--- config.mk ---
export PLATFORM = sky130hd
export DESIGN_NAME = countdown_timer
export DESIGN_NICKNAME = d
export VERILOG_FILES = /design/src/rtl/countdown_timer.sv
export SDC_FILE = /design/constraint.sdc
export NUM_CORES = 1
export LEC_CHECK = 0
export BUFFER_PORTS_ARGS = -buffer_cell sky130_fd_sc_hd__clkbuf_2
export CORE_MARGIN = 5
export CORE_UTILIZATION = 49
export CTS_CLUSTER_SIZE = 20
export DETAILED_ROUTE_END_ITERATION = 12
export PLACE_DENSITY = 0.76
export SKIP_LAST_GASP = 1
export SLEW_MARGIN = 40
export SYNTH_ARGS = -nofsm -noshare
export SYNTH_HDL_FRONTEND = slang
export SYNTH_SLANG_ARGS = --single-unit
--- constraint.sdc ---
create_clock -name clk -period 1.7 [get_ports clk]
set_input_delay 0.51 -clock clk [delete_from_list [all_inputs] [get_ports clk]]
set_output_delay 0.51 -clock clk [all_outputs]
set_load 0.02 [all_outputs]
--- src/rtl/countdown_timer.sv ---
// MM:SS BCD countdown timer: keypad digits shift in from the right, a 1 Hz tick
// counts down while enabled, and the FSM reports counting/done.
module countdown_timer #(
  parameter int SYNC_FF = 2  // synchronizer depth, legal 2..4
) (
  input  logic       clk,
  input  logic       clearn,
  input  logic [3:0] data,
  input  logic       loadn,
  input  logic       pgt_1hz,
  input  logic       en,
  output logic [3:0] min_tens,
  output logic [3:0] min_ones,
  output logic [3:0] sec_tens,
  output logic [3:0] sec_ones,
  output logic       counting,
  output logic       done,
  output logic       zero
);

  typedef enum logic [1:0] {S_IDLE, S_COUNTING, S_DONE} state_t;

  state_t             r_state;
  logic [SYNC_FF-1:0] r_loadn_sync;
  logic [SYNC_FF-1:0] r_tick_sync;
  logic               r_loadn_prev;
  logic               r_tick_prev;
  logic [3:0]         r_mt, r_mo, r_st, r_so;

  logic       w_load_evt, w_tick_evt, w_key_ok;
  logic [3:0] w_mt_dec, w_mo_dec, w_st_dec, w_so_dec;
  logic       w_dec_zero;

  // Reset values match the idle input levels so release never fakes an edge.
  always_ff @(posedge clk or negedge clearn) begin
    if (!clearn) begin
      r_loadn_sync <= '1;
      r_loadn_prev <= 1'b1;
      r_tick_sync  <= '0;
      r_tick_prev  <= 1'b0;
    end else begin
      r_loadn_sync <= {r_loadn_sync[SYNC_FF-2:0], loadn};
      r_loadn_prev <= r_loadn_sync[SYNC_FF-1];
      r_tick_sync  <= {r_tick_sync[SYNC_FF-2:0], pgt_1hz};
      r_tick_prev  <= r_tick_sync[SYNC_FF-1];
    end
  end

  assign w_load_evt = r_loadn_prev & ~r_loadn_sync[SYNC_FF-1];
  assign w_tick_evt = ~r_tick_prev & r_tick_sync[SYNC_FF-1];
  assign w_key_ok   = w_load_evt && (data <= 4'd9);

  // sec_tens borrows to 5 (minutes have 60 s); other digits borrow to 9.
  always_comb begin
    w_so_dec = r_so - 4'd1;
    w_st_dec = r_st;
    w_mo_dec = r_mo;
    w_mt_dec = r_mt;
    if (r_so == 4'd0) begin
      w_so_dec = 4'd9;
      if (r_st == 4'd0) begin
        w_st_dec = 4'd5;
        if (r_mo == 4'd0) begin
          w_mo_dec = 4'd9;
          w_mt_dec = r_mt - 4'd1;
        end else begin
          w_mo_dec = r_mo - 4'd1;
        end
      end else begin
        w_st_dec = r_st - 4'd1;
      end
    end
  end

  assign w_dec_zero = ({w_mt_dec, w_mo_dec, w_st_dec, w_so_dec} == 16'h0000);

  always_ff @(posedge clk or negedge clearn) begin
    if (!clearn) begin
      r_state <= S_IDLE;
      r_mt    <= 4'd0;
      r_mo    <= 4'd0;
      r_st    <= 4'd0;
      r_so    <= 4'd0;
    end else begin
      case (r_state)
        S_IDLE: begin
          if (w_key_ok) begin
            {r_mt, r_mo, r_st, r_so} <= {r_mo, r_st, r_so, data};
          end else if (en && !zero) begin
            r_state <= S_COUNTING;
          end
        end
        S_COUNTING: begin
          if (!en) begin
            r_state <= S_IDLE;
          end else if (w_tick_evt) begin
            {r_mt, r_mo, r_st, r_so} <= {w_mt_dec, w_mo_dec, w_st_dec, w_so_dec};
            if (w_dec_zero) r_state <= S_DONE;
          end
        end
        S_DONE: begin
          if (w_key_ok) begin
            {r_mt, r_mo, r_st, r_so} <= {r_mo, r_st, r_so, data};
            r_state <= S_IDLE;
          end else if (!en) begin
            r_state <= S_IDLE;
          end
        end
        default: r_state <= S_IDLE;
      endcase
    end
  end

  assign min_tens = r_mt;
  assign min_ones = r_mo;
  assign sec_tens = r_st;
  assign sec_ones = r_so;
  assign counting = (r_state == S_COUNTING);
  assign done     = (r_state == S_DONE);
  assign zero     = ({r_mt, r_mo, r_st, r_so} == 16'h0000);

endmodule

; ---- Word-level counts from Yosys, hierarchy flattened
; Cells that the tools add are included.
; W data, S select, Z words.
[totals]
register_bits = 24
in_bits = 9
output_inout_bits = 19
word_cells = 74
[op_classes]
add_sub_neg = 4
n_lt_le_gt_ge = 1
eq_ne = 10
mux = 33
n_bitwise = 4
reduce_logical = 13
[op_table]
columns = operator, n
row1 = $mux W4, 21
row2 = $logic_not A16 Y1, 2
row3 = $pmux W4 S2, 4
row4 = $sub A4 B1 Y4 const B, 4
row5 = $mux W2, 7
row6 = $logic_not A4 Y1, 3
row7 = $ne A3 B2 Y1 const B, 3
row8 = $ne A2 B2 Y1 const B, 3
row9 = $pmux W2 S3, 1
row10 = $reduce_and A5 Y1, 1
row11 = $le A4 B4 Y1 const B, 1
row12 = $ne A2 B1 Y1 const B, 2
row13 = $reduce_and A4 Y1, 1
row14 = $and A1 B1 Y1, 2
row15 = $eq A2 B1 Y1 const B, 1
row16 = $eq A2 B2 Y1 const B, 1
row17 = $logic_and A1 B1 Y1, 2
row18 = $logic_not A2 Y1, 1
row19 = $not A1 Y1, 2
row20 = $reduce_bool A2 Y1, 1
row21 = $reduce_or A2 Y1, 1
row22 = $logic_not A1 Y1, 1

; ---- Logic depth before layout (Yosys ltp)
[depth]
word_depth = 9
ltp_mapped = 7
ltp_nobuf = 7

; ---- Worst setup path after synthesis
; Ideal clock, no wire load.
[synth_path]
path_kind = register to output
start = register r_so[0], in the netlist sec_ones[0]
end = output zero
arrival_time_ns = 1.787
t_required_ns = 1.190
setup_slack_ns = -0.597
stages_incl_launch_ff = 5
n_path_buf = 1
cell_sequence = dfrtp_1 buf_4 nor4_4 nand4_1 nor3_1
[synth_via]
elab_chain_cells = 1
[synth_lines]
columns = item, line_no
row1 = "start, declared", 28  ; logic [3:0] r_mt, r_mo, r_st, r_so;
row2 = "start signal, assigned", 88  ; {r_mt, r_mo, r_st, r_so} <= {r_mo, r_st, r_so, data};
row3 = "start signal, assigned", 97  ; {r_mt, r_mo, r_st, r_so} <= {w_mt_dec, w_mo_dec, w_st_dec, w_so_dec};
row4 = "start signal, assigned", 103  ; {r_mt, r_mo, r_st, r_so} <= {r_mo, r_st, r_so, data};
row5 = $logic_not A16 Y1, 120  ; assign zero = ({r_mt, r_mo, r_st, r_so} == 16'h0000);
row6 = "end, declared", 18  ; output logic zero
; Every way passes these cells.

; ---- Worst setup path in the final report
[layout_path]
start = register r_st[3], in the netlist sec_tens[3]
end = output zero
[layout_via]
elab_chain_cells = 1
[layout_lines]
columns = item, line_no
row1 = "start, declared", 28
row2 = "start signal, assigned", 88
row3 = "start signal, assigned", 97
row4 = "start signal, assigned", 103
row5 = $logic_not A16 Y1, 120
; Every way passes these cells.

==> run_results.csv <==
group,metric,value,unit
outcome,outcome,"finished, violations left",
outcome,violations,"negative setup slack",
finish,fill_cells,185,
critical_path,crit_path_end_kind,"output pin",
synthesis,synth_cells,163,
floorplanning,die_w,64.71,microns
sta,fmax,447.8,MHz
pwr,p_leak,0.9994,nW
route,drt-total-wl,5.396,mm
synthesis,ys.flop_type,"dfrtp_1",
route,wl_per_cell,20.29,microns
synthesis,synth_warnings,0,
placed_design,routabilityCongestion,0.9412,
floorplanning,ioPinCount,28,
sta,worst_clock_skew,0.01767,ns
synthesis,async_flop_share,100.0,%
synthesis,synth_area,1466,sq um
floorplanning,coreArea,2805,sq um
critical_path,crit_path_top_delay_cell,"dfrtp_1",
route,drcViolationCount,0,
route,vias,1763,
finish,syn2layout_area_growth,51.11,%
synthesis,synth_nets,174,
route,met3_length,434,microns
synthesis,ys_types,49,
route,met1_length,2.095,mm
critical_path,worstPathArrival,1.72,ns
sta,slew_viol_final,0,
synthesis,yosys.area.top_type_share,35.84,%
sta,finalSetupTns,-3.350,ns
synthesis,synth_edf_count,0,
placed_design,portBuffers,27,
finish,diodes,0,
synthesis,yosys.area.top_type,"dfrtp_1",
critical_path,slowest_delay,0.45,ns
sta,fin_ws,-0.5334,ns
floorplanning,rows,19,
sta,fin_crit_sh,131.4,%
route,drt_iter0_markers,146,
pwr,total_power,2.879,mW
clock_tree,clk_latency,0.33,ns
placed_design,hpwl,3.147,mm
sta,final_hold_viol_count,0,
sta,setup-violations-final,15,
global_routing,antenna_found_initial,0,
worst_hold_path,worstHoldPathType,"primary input to async pin",
pwr,vdd.ir_drop.worst,0.0008735,V
floorplanning,start_util,52.27,%
route,maxUsedRoutingLayer,"met4",
global_routing,grt_pass1_wl,7.196,mm
clock_tree,cts-root-buf,"clkbuf_4",
finish,drive_gt1_share,49.36,%
critical_path,timing.critical_path.buf_inv,1,
synthesis,yosysMostFrequentCell,"dfrtp_1",
critical_path,crit_required,1.19,ns
flow_run,cap_violations,0,
finish,nets,247,
sta,worst_pin_slew,0.5073,ns
sta,slew_headroom,65.82,%
pwr,power_density,1299,nW/um^2
synthesis,yosysSeqAreaShare,41.21,%
sta,post-route-min-period,2.233,ns
floorplanning,die_y,64.71,microns
critical_path,startpoint_type,"flop",
clock_tree,cts_tree,"done",
critical_path,crit_family,"simple AND/OR/NAND/NOR gates",
synthesis,synthTopCellsByArea,"dfrtp_1 (36%), o21ai_0 (6.1%), dfstp_2 (5.4%)",
clock_tree,cts_buffer_depth,2,
route,via_per_inst,6.628,
route,ant_nets,0,
synthesis,synth_common_cells,"dfrtp_1 (21), o21ai_0 (18), nand2_1 (14), a21oi_1 (10), nor2_1 (8)",
global_routing,grt_pass1_vias,1574,
clock_tree,htree_num_levels,1,
critical_path,cp_cell_sequence,"nor4_4 > nand4_1 > nor3_4 > clkbuf_8",
route,dr.pass1.iters,5,
global_routing,grt_max_degree,25,
global_routing,grt.total_usage,21.79,%
critical_path,cp_max_fo,2,
clock_tree,cts_buffers,3,
clock_tree,cts.sinks,24,
clock_tree,clk_pin_slew,0.15,ns
synthesis,synth.avg_cell_area,8.996,sq um
global_routing,grt-ovfl-total,0,
synthesis,ys_ff_latch,24,
critical_path,path_class,"flop to output pin",
clock_tree,hold_buffers,0,
route,wl_met2,2.574,mm
floorplanning,die_area,4187,sq um
sta,rsz0062_at_grt,"yes",
==> worst paths after layout <==
check                                start               to  slack [ns]  cells past startpoint
setup / recovery               sec_tens[3]             zero       -0.53                      4
hold / removal                      clearn      sec_tens[0]        0.13                      2
setup reg to reg               sec_ones[1]       r_state[1]       -0.49                      9
hold reg to reg            r_loadn_sync[0]  r_loadn_sync[1]        0.36                      0
max in group asynchronous           clearn     r_loadn_prev        1.27                      2
min in group clk                     loadn  r_loadn_sync[0]        0.26                      1
==> final cells by class <==
type                    instances  area, sq um  area share, %
repair buffers                 77        568.0          25.64
clock buffers                   4        26.28          1.186
well taps                      31        38.79          1.750
flip-flops and latches         24        608.1          27.44
inverters                       4        15.01         0.6776
multi-input cells             126        959.7          43.31
==> state kept, by name, indices dropped and copies added, names as in the netlist <==
name and flops:
min_ones 4, min_tens 4, r_loadn_prev 1, r_loadn_sync 2
r_state 2, r_tick_prev 1, r_tick_sync 2, sec_ones 4
sec_tens 4
==> cells in the final DEF, fill, tap and decap left out, drive strengths merged, types with 2 or more instances in the layout <==
cell type,Yosys,layout
buf,3,51
clkbuf,6,30
dfrtp,21,21
o21ai,19,19
nand2,14,14
a21oi,10,10
nor2,8,8
o22ai,6,6
nor2b,6,6
nor3,6,6
nand3,6,6
a22o,5,5
inv,4,4
nand4,4,4
mux2i,4,4
nor4,3,3
nand2b,3,3
dfstp,3,3
or4,3,3
nor3b,3,3
or2,2,2
a21o,2,2
ha,2,2
and3,2,2
o31a,2,2
==> routing by layer <==
metal,track usage [%],vias to the layer above
li1,-,751
met1,26.07,847
met2,37.93,128
met3,4.145,37
met4,9.763,0
met5,0,-
==> power by group <==
part | internal, mW | total (mW) | leakage (nW) | switching [mW]
clock | 0.0920 | 0.276 | 0.0150 | 0.184
sequential | 0.710 | 0.876 | 0.277 | 0.167
combinational | 0.783 | 1.73 | 0.708 | 0.942
total | 1.59 | 2.88 | 0.999 | 1.29
==> cell families (layout without fill, tap and decap cells) <==
| family | after synthesis | in the layout | share of synthesized area [%] |
|---|---|---|---|
| XOR/XNOR | 1 | 1 | 0.5974 |
| multiplexers | 4 | 4 | 2.730 |
| AO/OA/AOI/OAI | 52 | 52 | 22.36 |
| adder cells (fa/ha/maj) | 2 | 2 | 1.706 |
| buffers and inverters | 13 | 85 | 4.180 |
| AND/OR/NAND/NOR | 67 | 67 | 27.22 |
| flip-flops | 24 | 24 | 41.21 |
==> through the flow <==
step	std cells	setup WS [ns]	hold slack, ns	instance area [sq um]	utilization, %
2_1_floorplan	163	-0.3260	0.2144	1498	-
3_3_place_gp	249	-0.2010	0.3317	1898	67.66
3_5_place_dp	249	-0.2320	0.3365	1898	67.66
4_1_cts	259	-0.4545	0.1578	2019	71.99
5_1_grt	266	-0.5683	0.1675	2216	78.99
6_report	266	-0.5334	0.1277	2216	78.99
==> worst register-to-register path: cells and delay by family, from the launching register on <==
kind                   cells  cell delay [ns]
AO/OA/AOI/OAI              2             0.15
buffers and inverters      4             0.52
flip-flops                 1             0.46
AND/OR/NAND/NOR            3             0.98
==> timing repair <==
item | CTS | global route
resized for setup | 15 | 32
endpoints found under the setup margin | 14 | 16
buffers inserted | 7 | 11
pin swaps | 12 | 21
Power figures use the tool's default switching activity.
